**src/rtl/fp_pkg.sv**
```systemverilog
// Shared FP/int conversion definitions, common to fp2int_seq and int2fp.
// Holds the IEEE-754 single-precision field constants, the integer
// saturation limits and the sequencer state type.
package fp_pkg;

  localparam int FP_W      = 32;
  localparam int INT_W     = 32;
  localparam int FP_BIAS   = 127;
  localparam int FP_EXP_W  = 8;
  localparam int FP_MANT_W = 23;

  localparam logic [INT_W-1:0]    INT_MAX     = 32'h7FFF_FFFF;
  localparam logic [INT_W-1:0]    INT_MIN     = 32'h8000_0000;
  localparam logic [FP_EXP_W-1:0] EXP_SPECIAL = 8'hFF;

  typedef enum logic [1:0] {
    ST_IDLE  = 2'd0,
    ST_SHIFT = 2'd1,
    ST_DONE  = 2'd2
  } fp_state_t;

endpackage

```
**src/rtl/fp2int_seq_if.sv**
```systemverilog
// Handshake bundle for fp2int_seq.
//   in_valid/in_ready/in_fp              : operand channel (producer -> converter)
//   out_valid/out_ready/out_int/flags    : result channel (converter -> consumer)
// master = producer/consumer side, slave = converter.
interface fp2int_seq_if;
  import fp_pkg::*;

  logic             in_valid;
  logic             in_ready;
  logic [FP_W-1:0]  in_fp;
  logic             out_valid;
  logic             out_ready;
  logic [INT_W-1:0] out_int;
  logic             out_invalid;
  logic             out_inexact;

  modport master (
    output in_valid, in_fp, out_ready,
    input  in_ready, out_valid, out_int, out_invalid, out_inexact
  );

  modport slave (
    input  in_valid, in_fp, out_ready,
    output in_ready, out_valid, out_int, out_invalid, out_inexact
  );

endinterface

```
**src/rtl/fp_unpack.sv**
```systemverilog
// Combinational IEEE-754 single-precision field splitter and classifier.
//   fp       : packed float {sign, exp[7:0], mant[22:0]}
//   sign     : sign bit
//   exp_unb  : unbiased exponent (exp - 127), signed
//   sig      : significand with the hidden bit ({exp!=0, mant})
//   is_zero / is_sub / is_inf / is_nan : operand class
module fp_unpack
  import fp_pkg::*;
(
  input  logic [FP_W-1:0]        fp,
  output logic                   sign,
  output logic signed [8:0]      exp_unb,
  output logic [FP_MANT_W:0]     sig,
  output logic                   is_zero,
  output logic                   is_sub,
  output logic                   is_inf,
  output logic                   is_nan
);

  logic [FP_EXP_W-1:0]  exp_raw;
  logic [FP_MANT_W-1:0] mant;
  logic                 exp_zero;
  logic                 exp_max;
  logic                 mant_nz;

  assign sign     = fp[FP_W-1];
  assign exp_raw  = fp[FP_W-2:FP_MANT_W];
  assign mant     = fp[FP_MANT_W-1:0];

  assign exp_zero = (exp_raw == '0);
  assign exp_max  = (exp_raw == EXP_SPECIAL);
  assign mant_nz  = (mant != '0);

  assign exp_unb  = $signed({1'b0, exp_raw}) - 9'sd127;
  assign sig      = {~exp_zero, mant};

  assign is_zero  = exp_zero & ~mant_nz;
  assign is_sub   = exp_zero &  mant_nz;
  assign is_inf   = exp_max  & ~mant_nz;
  assign is_nan   = exp_max  &  mant_nz;

endmodule

```
**src/rtl/fp2int_seq.sv**
```systemverilog
// Sequential float32 -> int32 converter, round toward zero, saturating.
// Special and out-of-range operands resolve on the accept edge; ordinary
// ones are aligned by an iterative shifter moving up to SHIFT_STEP bits
// per cycle, with a sticky bit collecting everything shifted out.
//   clk, rst_n : clock, asynchronous active-low reset
//   bus        : fp2int_seq_if.slave (operand and result handshakes)
//
// state    | meaning
// ST_IDLE  | in_ready high, waiting for an operand
// ST_SHIFT | aligning the significand, cnt positions left to go
// ST_DONE  | out_valid high, result held until out_ready
module fp2int_seq
  import fp_pkg::*;
#(
  parameter int SHIFT_STEP = 8
)
(
  input  logic         clk,
  input  logic         rst_n,
  fp2int_seq_if.slave  bus
);

  logic                 u_sign;
  logic signed [8:0]    u_exp;
  logic [FP_MANT_W:0]   u_sig;
  logic                 u_zero;
  logic                 u_sub;
  logic                 u_inf;
  logic                 u_nan;

  fp_unpack u_unpack (
    .fp      (bus.in_fp),
    .sign    (u_sign),
    .exp_unb (u_exp),
    .sig     (u_sig),
    .is_zero (u_zero),
    .is_sub  (u_sub),
    .is_inf  (u_inf),
    .is_nan  (u_nan)
  );

  fp_state_t         state;
  logic [INT_W-1:0]  work;
  logic [4:0]        cnt;
  logic              dir_left;
  logic              sign_q;
  logic              sticky;
  logic              ready_q;
  logic              valid_q;
  logic [INT_W-1:0]  int_q;
  logic              invalid_q;
  logic              inexact_q;

  assign bus.in_ready    = ready_q;
  assign bus.out_valid   = valid_q;
  assign bus.out_int     = int_q;
  assign bus.out_invalid = invalid_q;
  assign bus.out_inexact = inexact_q;

  // Accept-time decode: everything except the shift cases is final here.
  logic [INT_W-1:0] mag_full;
  logic [INT_W-1:0] dec_int;
  logic             dec_invalid;
  logic             dec_inexact;
  logic             dec_shift;
  logic             dec_left;
  logic [4:0]       dec_cnt;

  assign mag_full = {8'b0, u_sig};

  always_comb begin
    dec_int     = '0;
    dec_invalid = 1'b0;
    dec_inexact = 1'b0;
    dec_shift   = 1'b0;
    dec_left    = 1'b0;
    dec_cnt     = '0;
    if (u_inf || u_nan) begin
      dec_invalid = 1'b1;
      dec_int     = (u_nan || !u_sign) ? INT_MAX : INT_MIN;
    end else if (u_zero || u_sub) begin
      dec_inexact = u_sub;
    end else if (u_exp < 9'sd0) begin
      dec_inexact = 1'b1;
    end else if (u_exp >= 9'sd31) begin
      // -2^31 is the one E==31 value that is representable
      if (u_sign && (u_exp == 9'sd31) && (u_sig[FP_MANT_W-1:0] == '0)) begin
        dec_int = INT_MIN;
      end else begin
        dec_invalid = 1'b1;
        dec_int     = u_sign ? INT_MIN : INT_MAX;
      end
    end else if (u_exp == 9'sd23) begin
      dec_int = u_sign ? -mag_full : mag_full;
    end else begin
      dec_shift = 1'b1;
      dec_left  = (u_exp > 9'sd23);
      dec_cnt   = dec_left ? 5'(u_exp - 9'sd23) : 5'(9'sd23 - u_exp);
    end
  end

  // One shifter step: s = min(cnt, SHIFT_STEP).
  logic [4:0]       step;
  logic [INT_W-1:0] shifted;
  logic             lost;
  logic [4:0]       cnt_next;

  always_comb begin
    if (int'(cnt) < SHIFT_STEP) step = cnt;
    else                        step = 5'(SHIFT_STEP);
    shifted  = dir_left ? (work << step) : (work >> step);
    lost     = ~dir_left & (|(work & ((32'd1 << step) - 32'd1)));
    cnt_next = cnt - step;
  end

  always_ff @(posedge clk or negedge rst_n) begin
    if (!rst_n) begin
      state     <= ST_IDLE;
      work      <= '0;
      cnt       <= '0;
      dir_left  <= 1'b0;
      sign_q    <= 1'b0;
      sticky    <= 1'b0;
      ready_q   <= 1'b1;
      valid_q   <= 1'b0;
      int_q     <= '0;
      invalid_q <= 1'b0;
      inexact_q <= 1'b0;
    end else begin
      case (state)
        ST_IDLE: begin
          if (bus.in_valid) begin
            ready_q   <= 1'b0;
            sign_q    <= u_sign;
            work      <= mag_full;
            cnt       <= dec_cnt;
            dir_left  <= dec_left;
            sticky    <= 1'b0;
            int_q     <= dec_int;
            invalid_q <= dec_invalid;
            inexact_q <= dec_inexact;
            if (dec_shift) begin
              state <= ST_SHIFT;
            end else begin
              state   <= ST_DONE;
              valid_q <= 1'b1;
            end
          end
        end
        ST_SHIFT: begin
          work   <= shifted;
          cnt    <= cnt_next;
          sticky <= sticky | lost;
          // final step publishes the result directly from the shifter output
          if (cnt_next == '0) begin
            int_q     <= sign_q ? -shifted : shifted;
            inexact_q <= sticky | lost;
            valid_q   <= 1'b1;
            state     <= ST_DONE;
          end
        end
        ST_DONE: begin
          if (bus.out_ready) begin
            valid_q <= 1'b0;
            ready_q <= 1'b1;
            state   <= ST_IDLE;
          end
        end
        default: begin
          state   <= ST_IDLE;
          ready_q <= 1'b1;
          valid_q <= 1'b0;
        end
      endcase
    end
  end

endmodule

```
**src/flat_wrapper.sv**
```systemverilog
// flat-port wrapper written by rule: the top's interface ports become plain ports
module fp2int_seq_flat import fp_pkg::*;
#(
  parameter int SHIFT_STEP = 8
)
  (clk, rst_n, bus_in_valid, bus_in_fp, bus_out_ready, bus_in_ready, bus_out_valid, bus_out_int, bus_out_invalid, bus_out_inexact);
  fp2int_seq_if bus_i ();
  input  logic clk;
  input  logic rst_n;
  input wire logic [$bits(bus_i.in_valid)-1:0] bus_in_valid;
  input wire logic [$bits(bus_i.in_fp)-1:0] bus_in_fp;
  input wire logic [$bits(bus_i.out_ready)-1:0] bus_out_ready;
  output wire logic [$bits(bus_i.in_ready)-1:0] bus_in_ready;
  output wire logic [$bits(bus_i.out_valid)-1:0] bus_out_valid;
  output wire logic [$bits(bus_i.out_int)-1:0] bus_out_int;
  output wire logic [$bits(bus_i.out_invalid)-1:0] bus_out_invalid;
  output wire logic [$bits(bus_i.out_inexact)-1:0] bus_out_inexact;
  assign bus_i.in_valid = bus_in_valid;
  assign bus_i.in_fp = bus_in_fp;
  assign bus_i.out_ready = bus_out_ready;
  assign bus_in_ready = bus_i.in_ready;
  assign bus_out_valid = bus_i.out_valid;
  assign bus_out_int = bus_i.out_int;
  assign bus_out_invalid = bus_i.out_invalid;
  assign bus_out_inexact = bus_i.out_inexact;
  fp2int_seq #(.SHIFT_STEP(SHIFT_STEP)) u_core (.clk(clk), .rst_n(rst_n), .bus(bus_i));
endmodule
```
**config.mk**
```make
export PLATFORM = sky130hd
export DESIGN_NAME = fp2int_seq_flat
export DESIGN_NICKNAME = d
export VERILOG_FILES = /design/src/rtl/fp_pkg.sv /design/src/rtl/fp2int_seq_if.sv /design/src/rtl/fp_unpack.sv /design/src/rtl/fp2int_seq.sv /design/src/flat_wrapper.sv
export SDC_FILE = /design/constraint.sdc
export NUM_CORES = 1
export LEC_CHECK = 0
export ABC_AREA = 1
export BUFFER_PORTS_ARGS = -buffer_cell sky130_fd_sc_hd__buf_2
export CELL_PAD_IN_SITES_DETAIL_PLACEMENT = 1
export CELL_PAD_IN_SITES_GLOBAL_PLACEMENT = 2
export CORE_ASPECT_RATIO = 1.1
export CORE_MARGIN = 1.5
export CORE_UTILIZATION = 36
export CTS_BUF_LIST = sky130_fd_sc_hd__clkbuf_4 sky130_fd_sc_hd__clkbuf_8
export CTS_CLUSTER_DIAMETER = 150
export DETAILED_ROUTE_END_ITERATION = 8
export PLACE_DENSITY_LB_ADDON = 0.1
export SYNTH_ARGS = -nofsm -noshare
export SYNTH_HDL_FRONTEND = slang
export SYNTH_SLANG_ARGS = --single-unit
```
**constraint.sdc**
```tcl
create_clock -name clk -period 8.35 [get_ports clk]
set_clock_uncertainty 0.2 [all_clocks]
set_input_delay 0.835 -clock clk [delete_from_list [all_inputs] [get_ports clk]]
set_output_delay 0.835 -clock clk [all_outputs]
set_load 0.02 [all_outputs]
```
# Word level (Yosys, flattened, before mapping)

Index checks and enable logic that the tools add are counted.

Word-level logic and storage cells: 124
Input bits: 36
Register bits after elaboration: 78

Reductions and logical operators: 19
Shift-type cells: 3
Bitwise logic cells: 11
Mux-type cells: 60
$add $sub $neg: 7
$lt $le $gt $ge: 4
Equality and inequality tests: 9

Operator list:

| kind                    | count |
|---|---|
| $mux W32                | 14 |
| $pmux W32 S2            | 2 |
| $mux W5                 | 8 |
| $and A32 B32 Y32        | 1 |
| $neg A24 Y32            | 1 |
| $neg A32 Y32            | 1 |
| $reduce_or A32 Y1       | 1 |
| $shl A1 B5 Y32 const A  | 1 |
| $shl A32 B5 Y32         | 1 |
| $shr A32 B5 Y32         | 1 |
| $sub A32 B1 Y32 const B | 1 |
| $mux W1                 | 26 |
| $logic_not A23 Y1       | 1 |
| $reduce_bool A23 Y1     | 1 |
| $eq A9 B6 Y1 const B    | 2 |
| $pmux W5 S2             | 1 |
| $ge A9 B6 Y1 const B    | 1 |
| $gt A9 B6 Y1 const B    | 1 |
| $lt A9 B1 Y1 const B    | 1 |
| $reduce_and A3 Y1       | 3 |
| $sub A8 B7 Y9 const B   | 1 |
| $eq A8 B8 Y1 const B    | 1 |
| $logic_not A8 Y1        | 1 |
| $mux W2                 | 4 |
| other kinds (22)        | 37 |

# Longest topological paths before layout

Depth in word-level cells: 11
Gate-level depth with buffers: 22

# Cells and area by module

Synthesis repeated with hierarchy kept, for this count alone.

Cell total of the unflattened synthesis: 1544
Area, all modules: 9044.9 um^2

Modules (own cells, without submodules):

| module     | instances | cells each | seq. area each (um^2) | area each (um^2) |
|---|---|---|---|---|
| fp2int_seq | 1         | 1462       | 1953.1                | 8570.7 |
| fp_unpack  | 1         | 82         | 0.0                   | 474.2 |

# Least setup slack after synthesis

No wires, ideal clock.

Path kind: input to register
Start point: in bus_in_fp[1]
End point: reg u_core.int_q[21] (netlist: u_core.bus.out_int[21])
Buffers on the path: 1
Arrival time: 2.796 ns
Stages: 16
Slack: 5.234 ns
Setup time: 0.120 ns
Cells stage by stage: inv_1 ha_1 nand3_1 nor3_1 nand2_1 nor2_1 nand4_1 nor4_1 nand2_1 nand2_1 nand2_2 inv_1 buf_4 a21oi_1 o21ai_1 nand2_1

Word-level cells in the longest chain between the ends: 9

Ends and longest elaborated chain:

| item                                                     | RTL line                           | source |
|---|---|---|
| start: declaration                                       | flat_wrapper.sv:11                 | `input wire logic [$bits(bus_i.in_fp)-1:0] bus_in_fp;` |
| $neg A24 Y32 / $logic_not A23 Y1 (equally long branches) | fp2int_seq.sv:94, fp2int_seq.sv:87 |  |
| $mux W32 / $logic_and A1 B1 Y1 (equally long branches)   | fp2int_seq.sv:94, fp2int_seq.sv:87 |  |
| $mux W32 (on tied branches)                              | fp2int_seq.sv:93, fp2int_seq.sv:87 |  |
| $mux W32                                                 | fp2int_seq.sv:85                   | `end else if (u_exp >= 9'sd31) begin` |
| $mux W32                                                 | fp2int_seq.sv:83                   | `end else if (u_exp < 9'sd0) begin` |
| $mux W32                                                 | fp2int_seq.sv:81                   | `end else if (u_zero \|\| u_sub) begin` |
| $mux W32 *                                               | fp2int_seq.sv:78                   | `if (u_inf \|\| u_nan) begin` |
| $mux W32 *                                               | fp2int_seq.sv:132                  | `if (bus.in_valid) begin` |
| $pmux W32 S2 *                                           | fp2int_seq.sv:130                  | `case (state)` |
| end signal: assignment                                   | fp2int_seq.sv:139                  | `int_q <= dec_int;` |
| end signal: assignment                                   | fp2int_seq.sv:156                  | `int_q <= sign_q ? -shifted : shifted;` |
| end: declaration                                         | fp2int_seq.sv:50                   | `logic [INT_W-1:0] int_q;` |

Mark *: on every way between the ends. The rest lies on a longest branch, timed or not. The select of a mux whose other input is x is not followed.
A chain may end at the register's enable or synchronous reset.

# Final worst setup path

Start point: reg u_core.state[0]
End point: reg u_core.int_q[24] (netlist: u_core.bus.out_int[24])

Word-level cells in the longest chain between the ends: 3

Ends and longest elaborated chain:

| item                                                    | RTL line          | source |
|---|---|---|
| start: declaration                                      | fp2int_seq.sv:42  | `fp_state_t state;` |
| start signal: assignment                                | fp2int_seq.sv:118 | `state <= ST_IDLE;` |
| start signal: assignment                                | fp2int_seq.sv:143 | `state <= ST_SHIFT;` |
| start signal: assignment                                | fp2int_seq.sv:145 | `state <= ST_DONE;` |
| $eq A2 B1 Y1 / $logic_not A2 Y1 (equally long branches) | fp2int_seq.sv:130 |  |
| $ne A2 B1 Y1 (no line), or another cell as far along    | n/a               |  |
| $reduce_and A3 Y1 (no line)                             | n/a               |  |

Parallel ways exist; a longest one is shown, timed or not.

==> summary.md <==
| Metric | Value |
|---|---|
| Outcome | `complete, no violations` |
| Filler instances | `approximately 3.4k` |
| Clock root buffer master | `clkbuf_8` |
| Vias/cell | `about 5.7` |
| H-tree levels | `3` |
| Top-count cell post-synth | `nand2_1` |
| Fin Setup TNS | `0 ns` |
| Die height | `168 um` |
| Post-Syn Instances | `about 1.5k` |
| Die area | `25600 sq um` |
| Share of the yosys chip area belonging to registers | `0.220` |
| Combinational share of power | `0.782` |
| Tightest Hold Check Type | `in2async` |
| Post-synth EDFFs | `0` |
| Util after Layout | `0.388` |
| GRT Util Overall | `0.288` |
| Worst skew pair latency | `approximately 0.4 ns` |
| Drt initial violations | `725` |
| P&R area growth vs syn | `6.08%` |
| Fmax | `0.202 GHz` |
| Post-DR wirelength/cell | `around 20 um` |
| Clk sink count | `78` |
| Slew headroom | `0.250` |
| Pint | `about 0.0017 W` |
| CP max stage cell | `nand2_1` |
| Syn_nets | `between 1.5k and 2k` |
| Input/output buffers | `71` |
| Std cell rows | `60` |
| Sw power | `~0.0029 W` |
| Reg power frac | `0.151` |
| Yosys warnings | `0` |
| Postcts setup bufs | `0` |
| First-pass GRT wire length | `59100 um` |
| Switch share | `0.636` |
| Vias | `10.5k` |
| Gp weighted congestion | `0.849` |
| Core area | `~24000 sq um` |
| Most common flop cell mapped by yosys | `dfrtp_1` |
| CTS Buf Count | `9` |
| CP Class | `reg2reg` |
| CTS Buffer Depth | `2` |
| Cell taking the most area after synthesis | `dfrtp_1` |
| WL final | `36800 um` |
| IO Pins | `between 70 and 80` |
| Min Tclk post-route | `around 4.9 ns` |
| Synthesized cell area | `between 8000 and 9000 sq um` |
| Delay-heaviest family, CP | `simple AND/OR/NAND/NOR gates` |
| Vias in the first global route | `around 10k` |
| Syn_area_per_cell | `about 6 sq um` |
| Worst-Margin Slew | `1.12 ns` |
| CTS tree | `done` |
| Final antenna-violating net count | `0` |
| Slowest Stage Delay on Critical Path | `about 0.99 ns` |
| Pwr dens | `between 400 and 500 nW/um^2` |
| Cts hold-fix bufs | `0` |
| Async S/R FF share, synth | `1.00` |
| Die W | `153 um` |
| DRT Pass-1 Iters | `5` |
| Fin cells | `~1.8k` |
| Hold Vio Cnt, Final | `0` |
| Worst Path Max Fanout | `36` |
| Commonest cells in the netlist | `403 x nand2_1, 299 x nand3_1, 122 x inv_1` |
| Worst EP required | `around 8.4 ns` |
| Crit-path cells | `nor2_1, inv_1, nor2_2, inv_1, nand2_1, inv_1, nor2_4, buf_4, inv_2, a21oi_2, nand2_1, nor2_1, nor2_1` |
| DP Cell Count | `1826` |
| CTS resizes | `0` |
| Leading post-synthesis cells by cell area | `dfrtp_1 22%, nand2_1 17%, nand3_1 17%` |
| Critical path arrival | `5.03 ns` |
| Yosys reg bits | `roughly 80` |
| Post-synth cell types | `49` |
| RSZ-0062 raised after global routing | `no` |
| Initial antenna violation count | `0` |
| Crit path buf inv count | `5` |
| CP Capture Type | `register` |
| Post-DP HPWL | `between 20000 and 30000 um` |
| Largest net degree at the start of global routing | `68` |
| CP Launch Type | `register` |
| Share of the synthesized area in the top cell type | `0.217` |
| CTS clk-pin slew, worst paths | `0.10 ns` |
| Lkg Pwr | `between 4 and 5 nW` |
| DRC viols | `0` |
| Total grt overflow | `0` |
| Clock power frac | `0.067` |
| Antenna cells | `0` |
| Initial core utilization | `0.365` |
| Final Max Slew Viols | `0` |
| Setup violations, final | `0` |
| Share of post-route cells with drive strength above 1 | `0.110` |
| Max_cap viols | `0` |
| Maximum VDD drop | `approximately 190 uV` |
| Final Cycle Share | `0.592` |
| # nets final | `1572` |
==> metrics by stage <==
step           cell area [sq um]  worst slack (ns)  hold WS (ns)  power [W]
2_1_floorplan               8890              5.23         0.304    0.00327
3_3_place_gp                9230              3.26         0.259    0.00419
3_5_place_dp                9230              3.19         0.262    0.00423
4_1_cts                     9430              3.41         0.119    0.00455
5_1_grt                     9430              2.98         0.131    0.00502
6_report                    9430              3.41         0.122    0.00459
==> final cells by class <==
| type | instances | area (sq um) | area share |
|---|---|---|---|
| sequential | 78 | 1950 | 0.207 |
| timing repair buffer | 80 | 425 | 0.0451 |
| clock buffer | 9 | 124 | 0.0131 |
| tap | 310 | 388 | 0.0411 |
| inverter | 140 | 526 | 0.0557 |
| multi-input combinational | 1218 | 5940 | 0.630 |
| clock inverter | 7 | 75.1 | 0.00796 |
==> worst paths after layout <==
| kind | startpoint | end | slack (ns) | cells past startpoint |
|---|---|---|---|---|
| worst min-delay path | rst_n | u_core.work[28]$_DFFE_PN0P_ | 0.12 | 1 |
| worst max register to register | u_core.state[0]$_DFFE_PN0P_ | u_core.bus.out_int[24]$_DFFE_PN0P_ | 3.41 | 13 |
| max in group asynchronous | rst_n | u_core.sign_q$_DFFE_PN0P_ | 6.70 | 2 |
| worst min register to register | u_core.bus.out_invalid$_DFFE_PN0P_ | u_core.bus.out_invalid$_DFFE_PN0P_ | 0.29 | 2 |
| worst max-delay path | u_core.state[0]$_DFFE_PN0P_ | u_core.bus.out_int[24]$_DFFE_PN0P_ | 3.41 | 13 |
| min in group clk | u_core.bus.out_invalid$_DFFE_PN0P_ | u_core.bus.out_invalid$_DFFE_PN0P_ | 0.29 | 2 |
==> cell families (layout without fill, tap and decap cells) <==
family / count (synthesis) / in the layout / synth area share
AO/OA/AOI/OAI: 264 / 264 / 0.164
XOR/XNOR: 27 / 27 / 0.0266
adder cells (fa/ha/maj): 9 / 9 / 0.0127
buffers and inverters: 224 / 236 / 0.112
flip-flops: 78 / 78 / 0.220
other: 1 / 1 / 0.000422
AND/OR/NAND/NOR: 917 / 917 / 0.464
==> layout by cell type (no fill, tap or decap), drive strengths merged, types with 2 or more instances in the layout <==
master     n
a21boi     4
a21oi     70
a22oi      4
a2bb2oi    3
a31oi      2
buf       80
clkbuf     9
clkinv     7
dfrtp     77
ha         9
inv      139
nand2    417
nand3    302
nand3b     4
nand4     35
nor2     129
nor3      15
nor4       4
o211ai     6
o21a       5
o21ai    148
o221ai     2
o22ai     14
o31ai      2
or2       10
xnor2      6
xor2      21
==> flip-flops by register name, summed over array words and instances (netlist names) <==
| name | flops |
|---|---|
| u_core.bus.out_int | 32 |
| u_core.work | 32 |
| u_core.cnt | 5 |
| u_core.state | 2 |
| u_core.bus.in_ready | 1 |
| u_core.bus.out_inexact | 1 |
| u_core.bus.out_invalid | 1 |
| u_core.bus.out_valid | 1 |
| u_core.dir_left | 1 |
| u_core.sign_q | 1 |
| u_core.sticky | 1 |
==> routing by layer <==
layer	routed length (um)	GRT usage	part of all wire
met1	18200	0.423	0.49
met2	16500	0.456	0.45
met3	1390	0.0232	0.038
met4	738	0.0732	0.020
met5	0	0	0
==> power by group through the flow <==
stage | registers [W] | logic [W] | clock network, W
floorplan | 0.000710 | 0.00256 | 0
global placement | 0.000696 | 0.00350 | 0
detailed placement | 0.000696 | 0.00353 | 0
CTS | 0.000691 | 0.00355 | 0.000312
global route | 0.000711 | 0.00399 | 0.000324
finish | 0.000692 | 0.00359 | 0.000309
Note: power is estimated with default switching activity, not from simulation.
